File: config.mk
export PLATFORM = sky130hd
export DESIGN_NAME = add_accum_unit
export DESIGN_NICKNAME = d
export VERILOG_FILES = /design/src/rtl/add_accum_unit.sv
export SDC_FILE = /design/constraint.sdc
export NUM_CORES = 1
export LEC_CHECK = 0
export ABC_AREA = 1
export CAP_MARGIN = 10
export CORE_ASPECT_RATIO = 0.7
export CORE_MARGIN = 5
export CORE_UTILIZATION = 43
export DETAILED_ROUTE_END_ITERATION = 8
export PLACE_DENSITY = 0.73
export SLEW_MARGIN = 5
export SYNTH_ARGS = -nofsm -noshare
export SYNTH_HDL_FRONTEND = slang
export SYNTH_SLANG_ARGS = --single-unit
File: constraint.sdc
create_clock -name clk -period 2.75 [get_ports clk]
set_input_delay 0.275 -clock clk [delete_from_list [all_inputs] [get_ports clk]]
set_output_delay 0.275 -clock clk [all_outputs]
set_load 0.005 [all_outputs]
File: src/rtl/add_accum_unit.sv
// rtl/add_accum_unit.sv - two-stage add/sub/accumulate unit with saturation and sticky carry
// S1 registers operands; S2 computes, registers result/carry and updates the accumulator.
module add_accum_unit #(
  parameter int WIDTH = 8
) (
  input  logic             clk,
  input  logic             rst_n,
  input  logic             ena,
  input  logic             in_valid,
  input  logic [1:0]       op,
  input  logic             sat,
  input  logic [WIDTH-1:0] a,
  input  logic [WIDTH-1:0] b,
  input  logic             clr,
  output logic             out_valid,
  output logic [WIDTH-1:0] result,
  output logic             carry,
  output logic             ovf_sticky,
  output logic [WIDTH-1:0] acc
);

  typedef enum logic [1:0] {
    OP_ADD  = 2'b00,
    OP_SUB  = 2'b01,
    OP_ACC  = 2'b10,
    OP_DACC = 2'b11
  } op_e;

  logic             s1_valid;
  op_e              s1_op;
  logic             s1_sat;
  logic [WIDTH-1:0] s1_a;
  logic [WIDTH-1:0] s1_b;

  logic             s2_is_sub;
  logic             s2_is_acc;
  logic [WIDTH:0]   s2_x;
  logic [WIDTH:0]   s2_y;
  logic [WIDTH:0]   s2_sum;
  logic             s2_carry;
  logic [WIDTH-1:0] s2_result;

  assign s2_is_sub = (s1_op == OP_SUB) || (s1_op == OP_DACC);
  assign s2_is_acc = (s1_op == OP_ACC) || (s1_op == OP_DACC);

  // Accumulate ops read the live accumulator, so back-to-back ACCs chain without bubbles.
  assign s2_x = {1'b0, (s2_is_acc ? acc  : s1_a)};
  assign s2_y = {1'b0, (s2_is_acc ? s1_a : s1_b)};

  // Bit WIDTH is the carry for a sum and the borrow for a zero-extended difference.
  assign s2_sum   = s2_is_sub ? (s2_x - s2_y) : (s2_x + s2_y);
  assign s2_carry = s2_sum[WIDTH];

  always_comb begin
    s2_result = s2_sum[WIDTH-1:0];
    if (s1_sat && s2_carry) begin
      s2_result = s2_is_sub ? '0 : '1;
    end
  end

  always_ff @(posedge clk or negedge rst_n) begin
    if (!rst_n) begin
      s1_valid   <= 1'b0;
      s1_op      <= OP_ADD;
      s1_sat     <= 1'b0;
      s1_a       <= '0;
      s1_b       <= '0;
      out_valid  <= 1'b0;
      result     <= '0;
      carry      <= 1'b0;
      ovf_sticky <= 1'b0;
      acc        <= '0;
    end else if (ena) begin
      s1_valid <= in_valid;
      if (in_valid) begin
        s1_op  <= op_e'(op);
        s1_sat <= sat;
        s1_a   <= a;
        s1_b   <= b;
      end

      out_valid <= s1_valid;
      if (s1_valid) begin
        result <= s2_result;
        carry  <= s2_carry;
      end

      // clr wins over a same-cycle accumulator write and carry.
      if (clr) begin
        acc        <= '0;
        ovf_sticky <= 1'b0;
      end else if (s1_valid) begin
        if (s2_is_acc) begin
          acc <= s2_result;
        end
        if (s2_carry) begin
          ovf_sticky <= 1'b1;
        end
      end
    end
  end

endmodule

==> results of run 1 <==
[Yosys cell counts, drive strengths merged (4+ instances only)]
library cell  count
ha                9
o21ai             6
mux2             15
xnor2             4
nor2             14
nand3             9
xor2              6
nand2           133
inv              25
dfrtp            39
a21oi            11
buf               4
[cell families after synthesis]
logic type	count (synthesis)	share of synthesized area
xor+xnor	10	0.0376
buf+inv	33	0.0608
simple gates	160	0.288
flops	39	0.419
compound gates	24	0.0608
mux	16	0.0769
fa+ha+maj	10	0.0570
[worst paths after layout]
kind / from / to
max in group asynchronous: rst_n / acc[6]
worst min-delay path: rst_n / s1_a[0]
worst max register to register: s1_op[1] / acc[1]
worst max-delay path: s1_op[1] / acc[1]
worst min register to register: result[0] / result[0]
min in group clk: result[0] / result[0]
[worst max-delay path, stage by stage (launching register included)]
cell     delay [ps]
dfrtp_1         420
inv_2            90
or2_4           240
o21ai_4          80
buf_6           150
nand2_8          60
o31ai_4         220
xor2_1          210
ha_1            300
a21oi_1         190
nand2_2          90
a21oi_2         140
nand2_2          80
nand2_4          80
nand3_4         160
nand2_2         140
nand2_1          60
nand2_1          80
[what timing repair did]
item / 4_1_cts / 5_1_grt
setup endpoints to repair: 17 / 18
pin swaps: 14 / 19
hold buffers: 0 / 0
gates resized for setup: 22 / 34
setup buffers: 7 / 2
[registers in the layout (all words and copies together) (netlist names)]
signal      flops
result          8
s1_b            8
s1_op           2
out_valid       1
s1_valid        1
carry           1
s1_sat          1
acc             8
ovf_sticky      1
s1_a            8
[stage by stage]
| stage | std cells | instance area (sq um) | util |
|---|---|---|---|
| detailed placement | 417 | 2930 | 0.558 |
| global route | 434 | 3340 | 0.636 |
| global placement | 417 | 2930 | 0.558 |
| finish | 434 | 3340 | 0.636 |
| CTS | 432 | 3190 | 0.607 |
| floorplan | 292 | 2330 | - |
[report_power, final]
part / switching, mW / total (mW) / internal [mW] / leakage, nW
clock: 0.203 / 0.566 / 0.363 / 0.0654
sequential: 0.0946 / 0.799 / 0.705 / 0.479
combinational: 0.804 / 1.58 / 0.773 / 1.11
[cell type report]
cell class	count	area, sq um	area share
multi-input cells	220	1410	0.422
flip-flops and latches	39	976	0.292
repair buffers	68	634	0.190
inverters	27	101	0.0303
well taps	72	90.1	0.0269
clock buffers	6	72.6	0.0217
clock inverters	2	60.1	0.0180
[cells in the final DEF (no fill, tap or decap), drive strengths merged]
cell	instances
o21ai	6
or2	2
mux2	15
o211ai	1
a21oi	11
nand4	2
xnor2	4
buf	27
o21bai	1
mux2i	1
clkinv	2
o31ai	2
nand3	9
clkdlybuf4s50	41
a21boi	1
ha	9
clkbuf	6
xor2	6
inv	25
o21a	2
fa	1
dfrtp	39
bufinv	2
nor2	14
nand2	133
[layer usage]
metal  GRT usage  part of all wire
met1       0.227              0.47
met2       0.266              0.45
met3      0.0457             0.066
met4      0.0584             0.014
met5           0                 0
==> qor.txt, run 1 <==
status = complete, but fails checks
violated checks = setup timing
Initial Utilization = 0.443
CTS tree = built
Die X = 97.9 um
Worst-Skew Late Latency = 290 ps
GRT overflow = 0
unrepaired setup endpoints after global routing = yes
unique cell type count in the Yosys netlist = 31
Core Area = 0.00526 sq mm
EDFF count, synth = 0
critical path endpoint category = register
first-pass GRT wire length = 9.65 mm
die height = 71.6 um
Rows = 22
Tcrit/Tclk final = 1.04
ranking of synthesized cells by area = dfrtp_1 42%, nand2_1 20%, mux2_2 7.3%
initial antenna violation count = 0
FFs w/ async S/R, synth = 1.00
PortBufs = 42
Clk pin slew, worst setup/hold paths = 80 ps
nature of the critical path startpoint = register
worst vdd ir = 0.437 mV
worst-path fanout max = 8
Setup TNS Final = -1060 ps
share of cells above drive strength 1 = 0.285
n_diodes = 0
Clock Tree Root = clkbuf_8
Global Route Usage Sum = 0.169
synthesized instance count = 292
Fillers = 429
CP Data Required Time = 2990 ps
Hold WC Path Type = primary input to asynchronous set/reset pin
routability cong. = 0.871
number of max-cap violations = 0
post-detailed-placement half-perimeter wirelength = 4.04 mm
final setup vio count = 16
Final Skew = 9.34 ps
Yosys Warn Count = 0
max frequency = 351 MHz
Routed Antenna Nets = 0
Synth area leader = dfrtp_1
Hold Fails Final Rpt = 0
vias per inst = 4.89
Worst Tran Pin Value = 881 ps
worst reg2reg path depth = 17
Power, Total = 2.94 mW
Yosys top cell area share = 0.419
Die ar. = 0.00701 sq mm
routed wire length per instance = 13.5 um
Starting DRT DRC Count = 90
largest net degree at the start of global routing = 40
Final #Nets = 395
Worst Path Arrival = 3090 ps
clock buffer depth = 2
slew margin rel. = 0.413
H-tree Lvls = 2
io pins = 43
hold_ws = 96.7 ps
P&R area growth vs syn = 43.7%
Leakage = 1.65 nW
post-place setup slack = -97.1 ps
clock net sink count = 39
max-slew violations = 0
vias post-DR = 2123
Pwr Density = 880 mW/mm^2
Setup WS post-layout = -98.2 ps
final WL = 5.84 mm
Seq cells post-synth = 39
post-synthesis sequential area ratio = 0.419
Synth Cell Area = 0.00233 sq mm
drt drc = 0
vias in the first global route = 2135
ys flop type = dfrtp_1
1st-pass router iterations = 4
register-to-register setup slack = -100 ps
CTS Buf Count = 5
Min Clock Period, post-route = 2850 ps
crit path kind = register to register
syn nets = 326
Synth Area per Inst = 7.97 sq um
No activity file was read; power rests on OpenSTA's default activity.
==> run 2: changes to the inputs <==
--- a/config.mk
+++ b/config.mk
@@ -9,9 +9,9 @@
 export CAP_MARGIN = 10
 export CORE_ASPECT_RATIO = 0.7
 export CORE_MARGIN = 5
-export CORE_UTILIZATION = 43
+export CORE_UTILIZATION = 47
 export DETAILED_ROUTE_END_ITERATION = 8
-export PLACE_DENSITY = 0.73
+export PLACE_DENSITY = 0.79
 export SLEW_MARGIN = 5
 export SYNTH_ARGS = -nofsm -noshare
 export SYNTH_HDL_FRONTEND = slang
==> qor.txt, run 2 (synthesized netlist as in run 1, its figures left out) <==
Global Route Usage Sum = 0.194 (+0.0246)
CTS Buf Count = 5 (unchanged)
clock net sink count = 39 (unchanged)
nature of the critical path startpoint = register
max-slew violations = 0 (unchanged)
Clock Tree Root = clkbuf_8
Leakage = 1.64 nW (-0.71%)
critical path endpoint category = register
die height = 68.9 um (-3.7%)
P&R area growth vs syn = 39.7%
largest net degree at the start of global routing = 40 (unchanged)
Critical Path Start = s1_op[1]
Rows = 21 (-4.5%)
Tcrit/Tclk final = 1.05 (+0.0102)
final setup vio count = 16 (unchanged)
met2 Use GR = 0.328 (+0.0618)
share of cells above drive strength 1 = 0.279 (-0.00552)
FF-to-FF Start = s1_op[1]
PortBufs = 42 (unchanged)
unrepaired setup endpoints after global routing = yes
initial antenna violation count = 0 (unchanged)
vias in the first global route = 2178 (+2.0%)
Setup WS post-layout = -126 ps (-27.9 ps)
Hold Fails Final Rpt = 0 (unchanged)
routed wire length per instance = 13.5 um (+0.14%)
routability cong. = 0.835 (-4.2%)
met1 usage = 0.254 (+0.0266)
Routed Antenna Nets = 0 (unchanged)
drt drc = 0 (unchanged)
Final Skew = 7.20 ps (-2.14 ps)
Post-CTS Hold Fix Bufs = 0 (unchanged)
worst-path fanout max = 8 (unchanged)
design area = 0.00325 sq mm (-2.8%)
CP Data Required Time = 2980 ps (about the same)
status = complete, but fails checks
Die X = 94.1 um (-3.9%)
GRT overflow = 0 (unchanged)
Worst Path Arrival = 3100 ps (about the same)
Placed Area = 0.00293 sq mm (-0.21%)
max frequency = 348 MHz (-0.97%)
met3 Usage GRT = 0.0423 (-0.00342)
final WL = 5.81 mm (-0.55%)
clock buffer depth = 2 (unchanged)
worst reg2reg path depth = 20 (+3)
io pins = 43 (unchanged)
Core Area = 0.00478 sq mm (-9.0%)
commonest non-fill, non-tap cell in the layout = nand2_1
first-pass GRT wire length = 9.80 mm (+1.6%)
Pwr Density = 837 mW/mm^2 (-4.9%)
Initial Utilization = 0.487 (+0.0440)
vias per inst = 4.93 (+0.70%)
Hold WC Path Type = primary input to asynchronous set/reset pin
number of max-cap violations = 0 (unchanged)
most frequent cells in the layout = 106 x nand2_1, 41 x clkdlybuf4s50_1, 39 x dfrtp_1, 25 x nand2_2, 24 x buf_4
1st-pass router iterations = 4 (unchanged)
register-to-register setup slack = -130 ps (-30 ps)
Worst Tran Pin Value = 869 ps (-11.3 ps)
Starting DRT DRC Count = 92 (+2.2%)
crit path kind = register to register
H-tree Lvls = 2 (unchanged)
Min Clock Period, post-route = 2880 ps (+27.9 ps)
Post-Route Utilization = 0.680 (+0.0436)
post-detailed-placement half-perimeter wirelength = 4.14 mm (+2.6%)
CTS tree = built
n_diodes = 0 (unchanged)
violated checks = setup timing
vias post-DR = 2123 (unchanged)
Critical path destination = acc[5]
worst vdd ir = 0.329 mV (-25%)
Reg2Reg Capture Point = acc[5]
Worst-Skew Late Latency = 290 ps (about the same)
Final #Nets = 396 (+0.25%)
Die ar. = 0.00648 sq mm (-7.5%)
grt peak-use layer = met2
Clk pin slew, worst setup/hold paths = 80 ps (about the same)
slew margin rel. = 0.419 (+0.00615)
-- run 2: cell types whose count changed in the layout (fill, tap and decap cells not counted), sizes merged --
cell	previous run	this run
buf	27	28
bufinv	2	0
clkinv	2	3
-- run 2: per-stage QoR --
step	TNS (ps)	worst slack [ps]	std cells	hold slack (ps)	total power, mW
final	-1580	-126	431	90.1	2.72
after CTS	-134	-30.5	426	116	2.57
after detailed placement	-1260	-107	412	435	2.06
after global placement	-2.71	-2.71	412	428	2.02
after floorplan	0	35.6	292	-20.6	1.56
after global routing	-4450	-291	431	178	2.92
-- run 2: metal layers --
layer,share of wire,up-vias
met4,0.015,0
met1,0.47,1001
met2,0.46,53
li1,-,1053
met5,0,-
met3,0.049,16
-- run 2: worst min path at each step --
stage	startpoint	endpoint	slack (ps)	depth (start not counted)
6_report	rst_n	s1_b[4]	90	1
5_1_grt	rst_n	s1_b[4]	180	1
4_1_cts	rst_n	s1_b[4]	120	1
3_5_place_dp	rst_n	s1_b[4]	430	1
3_3_place_gp	rst_n	s1_b[4]	430	1
2_1_floorplan	rst_n	acc[0]	-20	0
-- run 2: what timing repair did --
action	in CTS	in global routing
gates resized for setup	22	21
setup buffers	7	5
pin swaps	19	18
setup endpoints to repair	17	18
-- run 2: final cells by class --
cell class                 count  area (sq um)
clock buffer                   6          82.6
clock inverter                 1          5.00
fill                         399          1530
inverter                      27           101
multi-input combinational    220          1340
sequential                    39           976
tap                           69          86.3
timing repair buffer          69           656
-- run 2: where the power goes --
group | internal (mW) | switching, mW
clock | 0.197 | 0.197
combinational | 0.746 | 0.782
sequential | 0.705 | 0.0944
-- run 2: critical path, cell delays in order (launching register included) --
cell and delay, ps:
dfrtp_1 420, buf_12 150, o21a_4 200, inv_2 60
ha_2 180, nand3_2 90, nor2_4 130, a21oi_2 70
xor2_1 150, ha_1 330, nand2_2 120, inv_2 50
nand2_2 80, nand2_4 60, a21oi_4 140, nand2_2 70
nand2_2 90, nand3_4 160, nand2_4 130, nand2_2 50
nand2_2 70
